**config.mk**
```make
export PLATFORM = sky130hd
export DESIGN_NAME = alu_exec_unit
export DESIGN_NICKNAME = d
export VERILOG_FILES = /design/src/rtl/alu_exec_unit.sv
export SDC_FILE = /design/constraint.sdc
export NUM_CORES = 1
export LEC_CHECK = 0
export ABC_AREA = 0
export CELL_PAD_IN_SITES_DETAIL_PLACEMENT = 2
export CELL_PAD_IN_SITES_GLOBAL_PLACEMENT = 2
export CORE_MARGIN = 2
export CORE_UTILIZATION = 35
export DETAILED_ROUTE_END_ITERATION = 8
export DONT_BUFFER_PORTS = 1
export PLACE_DENSITY_LB_ADDON = 0.1
export SKIP_CTS_REPAIR_TIMING = 1
export SLEW_MARGIN = 5
export SYNTH_ARGS = -nofsm -noshare
export SYNTH_HDL_FRONTEND = slang
export SYNTH_SLANG_ARGS = --single-unit
```
**constraint.sdc**
```tcl
create_clock -name clk_i -period 2.8 [get_ports clk_i]
set_input_delay 0.56 -clock clk_i [delete_from_list [all_inputs] [get_ports clk_i]]
set_output_delay 0.56 -clock clk_i [all_outputs]
set_load 0.1 [all_outputs]
```
**src/rtl/alu_exec_unit.sv**
```systemverilog
// Execute-stage ALU. Single-cycle ops (AND, XOR, SLL, ADD, SUB, ADDI, SRAI)
// produce a registered result one edge after issue. MUL is a fixed-latency
// radix-2 shift-add that holds busy_o high while it iterates, so the hazard
// unit can stall the pipeline.
module alu_exec_unit #(
  parameter int WIDTH   = 32,
  parameter int SHAMT_W = 5
) (
  input  logic             clk_i,
  input  logic             rst_i,
  input  logic             flush_i,
  input  logic             valid_i,
  input  logic [2:0]       ALUCtrl_i,
  input  logic [WIDTH-1:0] data1_i,
  input  logic [WIDTH-1:0] data2_i,
  output logic [WIDTH-1:0] data_o,
  output logic             valid_o,
  output logic             zero_o,
  output logic             busy_o
);

  typedef enum logic [2:0] {
    OP_AND  = 3'b000,
    OP_XOR  = 3'b001,
    OP_SLL  = 3'b010,
    OP_ADD  = 3'b011,
    OP_SUB  = 3'b100,
    OP_MUL  = 3'b101,
    OP_ADDI = 3'b110,
    OP_SRAI = 3'b111
  } op_e;

  typedef enum logic {
    ST_IDLE = 1'b0,
    ST_MUL  = 1'b1
  } state_e;

  localparam logic [SHAMT_W-1:0] CNT_LAST = SHAMT_W'(WIDTH - 1);

  state_e             state_q, state_d;
  logic [WIDTH-1:0]   data_q, data_d;
  logic               valid_q, valid_d;
  logic               zero_q, zero_d;
  logic [WIDTH-1:0]   acc_q, acc_d;
  logic [WIDTH-1:0]   mcand_q, mcand_d;
  logic [WIDTH-1:0]   mplier_q, mplier_d;
  logic [SHAMT_W-1:0] cnt_q, cnt_d;

  logic [WIDTH-1:0]   alu_res;
  logic [WIDTH-1:0]   acc_next;
  logic [SHAMT_W-1:0] shamt;

  assign shamt    = data2_i[SHAMT_W-1:0];
  assign acc_next = mplier_q[0] ? (acc_q + mcand_q) : acc_q;

  // Single-cycle result; only the low shift-amount bits of B are used for shifts.
  always_comb begin
    // NOTE: every signal written here gets a default first, so no path leaves it unassigned and no latch is inferred.
    alu_res = '0;
    case (ALUCtrl_i)
      OP_AND:  alu_res = data1_i & data2_i;
      OP_XOR:  alu_res = data1_i ^ data2_i;
      OP_SLL:  alu_res = data1_i << shamt;
      OP_ADD:  alu_res = data1_i + data2_i;
      OP_SUB:  alu_res = data1_i - data2_i;
      OP_ADDI: alu_res = data1_i + data2_i;
      OP_SRAI: alu_res = WIDTH'($signed(data1_i) >>> shamt);
      default: alu_res = '0;
    endcase
  end

  // Next-state logic: flush wins, then issue in IDLE, then one MUL iteration per edge.
  always_comb begin
    state_d  = state_q;
    data_d   = data_q;
    valid_d  = 1'b0;
    zero_d   = zero_q;
    acc_d    = acc_q;
    mcand_d  = mcand_q;
    mplier_d = mplier_q;
    cnt_d    = cnt_q;

    if (flush_i) begin
      state_d = ST_IDLE;
      cnt_d   = '0;
    end else begin
      case (state_q)
        ST_IDLE: begin
          if (valid_i) begin
            if (ALUCtrl_i == OP_MUL) begin
              state_d  = ST_MUL;
              acc_d    = '0;
              mcand_d  = data1_i;
              mplier_d = data2_i;
              cnt_d    = '0;
            end else begin
              data_d  = alu_res;
              zero_d  = (alu_res == '0);
              valid_d = 1'b1;
            end
          end
        end
        ST_MUL: begin
          // No early exit: latency is always WIDTH edges after issue.
          acc_d    = acc_next;
          mcand_d  = mcand_q << 1;
          mplier_d = mplier_q >> 1;
          cnt_d    = cnt_q + SHAMT_W'(1);
          if (cnt_q == CNT_LAST) begin
            data_d  = acc_next;
            zero_d  = (acc_next == '0);
            valid_d = 1'b1;
            state_d = ST_IDLE;
          end
        end
        default: state_d = ST_IDLE;
      endcase
    end
  end

  // State registers with asynchronous active-low reset.
  always_ff @(posedge clk_i or negedge rst_i) begin
    // NOTE: sequential state uses non-blocking assignments so every register samples pre-edge values.
    if (!rst_i) begin
      state_q  <= ST_IDLE;
      data_q   <= '0;
      valid_q  <= 1'b0;
      zero_q   <= 1'b1;
      acc_q    <= '0;
      mcand_q  <= '0;
      mplier_q <= '0;
      cnt_q    <= '0;
    end else begin
      state_q  <= state_d;
      data_q   <= data_d;
      valid_q  <= valid_d;
      zero_q   <= zero_d;
      acc_q    <= acc_d;
      mcand_q  <= mcand_d;
      mplier_q <= mplier_d;
      cnt_q    <= cnt_d;
    end
  end

  assign data_o  = data_q;
  assign valid_o = valid_q;
  assign zero_o  = zero_q;
  assign busy_o  = (state_q == ST_MUL);

endmodule

```
== Word level (Yosys, flattened, before mapping) ==
Cells that the tools add are included.
Storage, ports and cells
  flip-flop bits (word level): 136
  logic and storage cells: 72
Operators by class
  reductions and logical operators: 7
  add/subtract/negate cells: 4
  shift-type cells: 2
  bitwise gates (word level): 4
  eq/ne operators: 14
  multiplexer cells: 33
Operators with widths (number)
  2-to-1 mux 32 bit: 10
  case mux 32 bit (2 select lines): 4
  case mux 32 bit (6 select lines): 1
  adder 32 bit: 2
  zero test 32 bit: 2
  bitwise AND 32 bit: 1
  << shifter 32 x 5 -> 32 bit: 1
  >>> shifter 32 x 5 -> 32 bit: 1
  subtractor 32 bit: 1
  XOR 32 bit: 1
  2-to-1 mux 5 bit: 3
  == test 3 bit, second input constant: 4
  2-to-1 mux 1 bit: 11
  case mux 5 bit (2 select lines): 1
  == test 3 x 2 -> 1 bit, second input constant: 2
  != test 2 bit, second input constant: 3
  != test 3 bit, second input constant: 2
  case mux 1 bit (2 select lines): 3
  adder 5 x 1 -> 5 bit, second input constant: 1
  == test 5 bit, second input constant: 1
  AND reduction 4 bit: 1
  == test 3 x 1 -> 1 bit, second input constant: 1
  zero test 3 bit: 1
  AND reduction 3 bit: 1
  4 further kinds: 5

== Depth between registers and ports, before layout ==
Gate-level depths: netlist of run 1.
  depth in word-level cells: 7
  mapped depth: 25
  gate-level depth less buffers: 22

== Worst setup path before layout of run 1 ==
OpenSTA, ideal clock, no wires.
  kind: input to register
  from: in data2_i[0]
  to: reg zero_q (netlist: zero_o)
  cell stages on the path: 24
  path slack: -2.592 ns
  data required time: 2.739 ns
  library setup time: 0.061 ns
  data arrival time: 5.331 ns
  cell sequence: buf_2 inv_1 buf_2 clkbuf_1 ha_1 and2_1 nand2_1 nor3_1 nand2_1 nor3_1 a21oi_1 xor2_1 ha_1 clkbuf_1 nand4_1 o21ai_0 mux2i_1 or4_1 a211oi_2 nand4_1 or4_1 nor4_1 a21oi_1 nand2_1
Between the ends
  word-level cells in the longest chain between the ends: 6
  elaborated cells between the ends (all ways): 11
RTL lines
  from (decl): RTL line 15  | input logic [WIDTH-1:0] data2_i,
  adder 32 bit (tied with other cells): RTL line 64, 66
  case mux 32 bit (6 select lines) (*): RTL line 60  | case (ALUCtrl_i)
  zero test 32 bit (*): RTL line 98  | zero_d = (alu_res == '0);
  2-to-1 mux 1 bit (*): RTL line 90  | if (ALUCtrl_i == OP_MUL) begin
  2-to-1 mux 1 bit (*): RTL line 89  | if (valid_i) begin
  case mux 1 bit (2 select lines) (*): RTL line 87  | case (state_q)
  to (signal assigned): RTL line 137  | zero_q <= zero_d;
  to (decl): RTL line 43  | logic zero_q, zero_d;
Mark *: on every way between the ends. The rest lies on a longest branch, timed or not. The select of a mux whose other input is x is not followed.
A chain may end at the register's enable or synchronous reset.

== Worst setup path after layout of run 1 ==
  from: in data2_i[8]
  to: reg zero_q (netlist: zero_o)
Between the ends
  word-level cells in the longest chain between the ends: 6
  elaborated cells between the ends (all ways): 9
RTL lines (RTL line)
  adder 32 bit (tied with other cells): 64, 66
  case mux 32 bit (6 select lines) (*): 60
  zero test 32 bit (*): 98
  2-to-1 mux 1 bit (*): 90
  2-to-1 mux 1 bit (*): 89
  case mux 1 bit (2 select lines) (*): 87
Marks and branches as above.

==> impl_metrics.env, run 1 <==
export IMPL_routed_wl_mm=116
export IMPL_final_cell_mix="590 x buf_4, 233 x nand2_1, 156 x mux2i_1"
export IMPL_max_stage_delay_ns=0.57
export IMPL_final_common_cell="buf_4"
export IMPL_status="complete, but fails checks"
export IMPL_hold_slack_ns=-0.248
export IMPL_fmax_ghz=0.199
export IMPL_syn_inst=2049
export IMPL_worstPathArrival_ns=5.47
export IMPL_crit_chain="or4_4 > nor4_4 > buf_4 > nand2_4 > nor3_4 > buf_4 > buf_6 > a21oi_4 > xor2_4 > ha_4 > nand4_1 > nor3b_2 > nand3_1 > and3b_2 > o2111a_1 > nor3_2 > nand3_1 > or4_4 > nor4_2 > a21oi_1 > nand2_1"
export IMPL_avgViaCountPerCell=6.71
export IMPL_synth_area_sq_um=16600
export IMPL_cp_required_ns=3.25
export IMPL_grt_max_degree=137
export IMPL_slew_violations=0
export IMPL_die_x_microns=222
export IMPL_gr_usage_all_layers_pct=39.6
export IMPL_final_area_sq_um=24100
export IMPL_leakage_nw=10.6
export IMPL_finClkSkew_ns=0.0219
export IMPL_ctsLongestPathBuffers=2
export IMPL_dp_hpwl_mm=75.1
export IMPL_period_share_pct=179
export IMPL_numCtsBuffers=17
export IMPL_ir_drop_v=0.000444
export IMPL_rsz0062_at_grt="yes"
export IMPL_cp_top_family="simple AND/OR/NAND/NOR gates"
export IMPL_synth_edf_count=0
export IMPL_ys_types=85
export IMPL_ys_ff_latch=136
export IMPL_fp_coreArea_sq_um=46700
export IMPL_place_congestion=1.01
export IMPL_root_buffer="clkbuf_16"
export IMPL_worstSetupStartpointType="input port"
export IMPL_pwr_density_cell_nw_per_um2=648
export IMPL_finalHoldViolCount=135
export IMPL_num_vias=21300
export IMPL_first_pass_iters=8
export IMPL_io_buffer_count=0
export IMPL_syn_num_nets=2225
export IMPL_path_clk_slew_ns=0.09
export IMPL_insertion_delay_ns=0.51
export IMPL_grt_pass1_vias=21700
export IMPL_antenna_found_initial=8
export IMPL_drtAntennaViolNets=0
export IMPL_cts_sinks=136
export IMPL_ios=106
export IMPL_critPathMaxFanout=5
export IMPL_path_class="in2reg"
export IMPL_wl_per_cell_microns=36.7
export IMPL_synth_flop_cell="dfrtp_1"
export IMPL_setup_ws_ns=-2.22
export IMPL_drive_above_1_share_pct=40.3
export IMPL_start_util_pct=35.6
export IMPL_drc=12
export IMPL_critPathBufInv=3
export IMPL_htree_levels=4
export IMPL_slowest_stage="or4_4"
export IMPL_place_area_sq_um=21300
export IMPL_hold_path_class="in2async"
export IMPL_die_area_sq_um=49200
export IMPL_drv_cap=0
export IMPL_yosys_warnings=0
export IMPL_cts_tree="yes"
export IMPL_async_flop_share_pct=100
export IMPL_cp_end_kind="register"
export IMPL_fillers=4958
export IMPL_setup_violations_final=49
export IMPL_setup_tns_ns=-37.71
export IMPL_drtIter0Drc=1799
export IMPL_slew_headroom_pct=29.4
export IMPL_synth_seq_area_share_pct=20.5
export IMPL_nets=2727
export IMPL_fin_crit_ns=5.02
export IMPL_fp_dieH_microns=222
export IMPL_max_slew_worst_pin_slew_ns=1.06
export IMPL_grt_overflow=0
export IMPL_grt_pass1_wl_mm=145
export IMPL_areaGrowthSynthToFinish_pct=45.2
export IMPL_synth_avg_cell_area_sq_um=8.10
export IMPL_violations="design-rule violations, negative hold slack, negative setup slack"
export IMPL_rows=79
[logic make-up (layout without fill, tap and decap cells)]
| kind of cell | after synthesis | count (layout) | share of synthesized area [%] |
|---|---|---|---|
| adders and majority gates | 105 | 105 | 8.00 |
| other | 0 | 1 | 0 |
| AOI/OAI and AO/OA | 629 | 629 | 24.6 |
| buffers and inverters | 205 | 720 | 5.30 |
| and+or+nand+nor | 660 | 660 | 19.2 |
| muxes | 255 | 255 | 19.3 |
| xor gates and xnor gates | 59 | 59 | 3.11 |
| DFF | 136 | 136 | 20.5 |
[synth_stat cells (22+ instances only)]
cell type	n	area share, %
a211oi_1	30	1.4
a21oi_1	106	3.2
mux2i_1	160	9.6
ha_1	103	7.8
nand2b_1	26	0.98
o22ai_1	34	1.3
a21o_1	22	0.99
clkbuf_1	107	2.4
nor2_1	126	2.8
nor3_1	38	1.1
xor2_1	24	1.3
nand4_1	31	1.2
nand2_1	251	5.7
mux4_2	46	6.2
o21ai_0	201	6.1
o211ai_1	31	1.4
dfrtp_1	135	20
nand3_1	43	1.3
inv_1	41	0.93
xnor2_1	35	1.8
buf_2	25	0.75
mux2_2	45	3.1
[where the power goes]
group / internal [mW] / switching, mW
Combinational: 4.06 / 4.98
Sequential: 2.43 / 1.41
Clock: 1.52 / 1.22
Total: 8.01 / 7.61
[metal layers]
| metal | vias up | track usage (%) | share of wire, % |
|---|---|---|---|
| met5 | - | 0 | 0.066 |
| met4 | 12 | 24.2 | 9.8 |
| met3 | 530 | 6.90 | 7.6 |
| met2 | 1110 | 66.9 | 46 |
| met1 | 10900 | 46.8 | 36 |
| li1 | 8734 | - | - |
[stage by stage]
stage / utilization [%] / std cells / power (mW) / setup slack, ns
floorplan: - / 2049 / 7.26 / -1.80
CTS: 47.1 / 3110 / 13.6 / -1.95
global route: 51.7 / 3171 / 16.0 / -2.32
global placement: 45.8 / 3078 / 10.4 / -2.23
detailed placement: 45.8 / 3078 / 10.8 / -2.41
finish: 51.7 / 3172 / 15.6 / -2.22
[path summary, 6_finish.rpt]
kind / depth (start not counted) / slack [ns] / endpoint / startpoint
worst max-delay path: 21 / -2.22 / zero_o / data2_i[8]
worst min-delay path: 0 / -0.25 / mplier_q[4] / rst_i
worst max register to register: 15 / -1.17 / zero_o / acc_q[1]
worst min register to register: 2 / 0.49 / mplier_q[27] / mplier_q[27]
max in group asynchronous: 0 / 2.25 / acc_q[1] / rst_i
min in group clk_i: 1 / 0.11 / cnt_q[0] / flush_i
[sequential cells by signal, summed over array words and instances, names as in the netlist]
register,flops
zero_o,1
mcand_q,32
cnt_q,5
data_o,32
mplier_q,32
acc_q,32
busy_o,1
valid_o,1
[final cells by class]
cell class	count	area (sq um)	share of cell area, %
multi-input combinational	1708	14000	58.2
timing repair buffer	644	5080	21.1
sequential	136	3410	14.2
tap	607	759	3.15
clock buffer	18	429	1.78
clock inverter	14	210	0.872
inverter	44	176	0.732
antenna	1	2.50	0.0104
(Power assumes the default switching activity.)
==> run 2, diff against run 1 <==
Settings changed: TNS_END_PERCENT set to 5.
==> run 2 against run 1 <==
  * The flow still finishes with violations (design-rule violations, negative hold slack, negative setup slack)
  * Wire length is 10% lower
  * Clock skew fell by 0.0034 ns
  * Total power shrank 9.4%
  * Die area unchanged
  * Final cell count shrank 1.5%
  * Register-to-register slack better by 0.17 ns
  * Worst setup slack better by 0.24 ns
  * Sequential cell count unchanged
  * Fmax rose by 5.0%
  * First-iteration DRC count fell by 6.8%
  * Via count down 4.2%
  * Critical endpoint unchanged
  * Largest power group unchanged
==> impl_metrics.env, run 2 (synthesized netlist as in run 1, its figures left out) <==
export IMPL_drtAntennaViolNets=0
export IMPL_start_util_pct=35.6
export IMPL_post_route_util_pct=48.6
export IMPL_setup_ws_ns=-1.98
export IMPL_first_pass_iters=7
export IMPL_place_inst=3080
export IMPL_grt_max_degree=137
export IMPL_die_x_microns=222
export IMPL_fin_crit_ns=4.78
export IMPL_violations="design-rule violations, negative hold slack, negative setup slack"
export IMPL_worstPathArrival_ns=5.21
export IMPL_nets=2680
export IMPL_worstSetupStartpointType="input port"
export IMPL_preCtsSetupSlack_ns=-2.53
export IMPL_setup_tns_ns=-34.96
export IMPL_layout_cells_non_filler=3124
export IMPL_ctsLongestPathBuffers=2
export IMPL_regArea_sq_um=3410
export IMPL_leakage_nw=10.1
export IMPL_hold_path_class="in2async"
export IMPL_routed_wl_mm=104
export IMPL_drive_above_1_share_pct=35.6
export IMPL_final_common_cell="buf_4"
export IMPL_areaGrowthSynthToFinish_pct=36.6
export IMPL_cts_sinks=136
export IMPL_finClkSkew_ns=0.0186
export IMPL_grt_pass1_vias=21700
export IMPL_fmax_ghz=0.209
export IMPL_multi_input_area_sq_um=13200
export IMPL_final_area_sq_um=22700
export IMPL_pwr_density_cell_nw_per_um2=623
export IMPL_avgViaCountPerCell=6.52
export IMPL_finalHoldViolCount=135
export IMPL_die_area_sq_um=49200
export IMPL_wl_per_cell_microns=33.4
export IMPL_drv_cap=0
export IMPL_io_buffer_count=0
export IMPL_insertion_delay_ns=0.50
export IMPL_rsz0062_at_grt="yes"
export IMPL_cp_end_kind="register"
export IMPL_drc=8
export IMPL_path_class="in2reg"
export IMPL_place_congestion=0.984
export IMPL_slew_headroom_pct=31.6
export IMPL_numCtsBuffers=17
export IMPL_rows=79
export IMPL_final_cell_mix="583 x buf_4, 242 x nand2_1, 171 x o21ai_0"
export IMPL_status="complete, but fails checks"
export IMPL_root_buffer="clkbuf_16"
export IMPL_antenna_found_initial=5
export IMPL_htree_levels=4
export IMPL_ios=106
export IMPL_path_clk_slew_ns=0.07
export IMPL_hold_slack_ns=-0.245
export IMPL_ir_drop_v=0.000348
export IMPL_fp_dieH_microns=222
export IMPL_fp_coreArea_sq_um=46700
export IMPL_cts_tree="yes"
export IMPL_place_area_sq_um=21200
export IMPL_num_vias=20400
export IMPL_fillers=5135
export IMPL_gr_usage_all_layers_pct=39.3
export IMPL_n_antenna_cell=0
export IMPL_cp_required_ns=3.23
export IMPL_slew_violations=0
export IMPL_drtIter0Drc=1677
export IMPL_period_share_pct=171
export IMPL_grt_pass1_wl_mm=144
export IMPL_dp_hpwl_mm=76.0
export IMPL_grt_overflow=0
export IMPL_max_slew_worst_pin_slew_ns=1.03
export IMPL_critPathMaxFanout=5
export IMPL_setup_violations_final=49
export IMPL_p_total_mw=14.1
-- run 2: path summary, 6_finish.rpt --
path | from | endpoint | slack, ns | cells after the start
worst max-delay path | data2_i[8] | zero_o | -1.98 | 19
worst min-delay path | rst_i | mplier_q[3] | -0.25 | 0
worst max register to register | mcand_q[4] | zero_o | -1.00 | 12
worst min register to register | mplier_q[5] | mplier_q[5] | 0.49 | 2
max in group asynchronous | rst_i | busy_o | 2.49 | 0
min in group clk_i | flush_i | cnt_q[0] | 0.13 | 1
-- run 2: power breakdown --
| part | internal [mW] | switching, mW | leakage (nW) |
|---|---|---|---|
| registers | 2.43 | 1.35 | 1.75 |
| clock network | 1.27 | 1.18 | 0.289 |
| logic | 3.62 | 4.29 | 8.08 |
| total | 7.32 | 6.82 | 10.1 |
-- run 2: layer usage --
layer | vias up | part of all wire [%] | global-route usage (%)
met3 | 343 | 6.2 | 7.70
met1 | 10500 | 39 | 46.8
li1 | 8659 | - | -
met4 | 4 | 7.5 | 20.3
met2 | 846 | 47 | 67.3
met5 | - | 0.026 | 0
-- run 2: layout make-up --
cell class / count / area share [%]
Multi-Input combinational cell: 1708 / 58.0
Clock buffer: 17 / 1.88
Sequential cell: 136 / 15.0
Clock inverter: 15 / 0.772
Timing Repair Buffer: 597 / 20.3
Tap cell: 607 / 3.35
Inverter: 44 / 0.739
-- run 2: worst max-delay path, cell delays in order --
cell	delay, ns
or4_4	0.55
nor4_4	0.35
nand2_2	0.13
nor3_4	0.17
nor2_1	0.08
xor2_1	0.22
ha_1	0.29
o21ai_0	0.30
o21ai_1	0.24
a32o_1	0.27
or4_1	0.48
a21oi_1	0.14
buf_4	0.15
nor4b_1	0.24
nand4_1	0.14
or4_4	0.51
nor4_2	0.23
a21oi_1	0.07
nand2_1	0.09
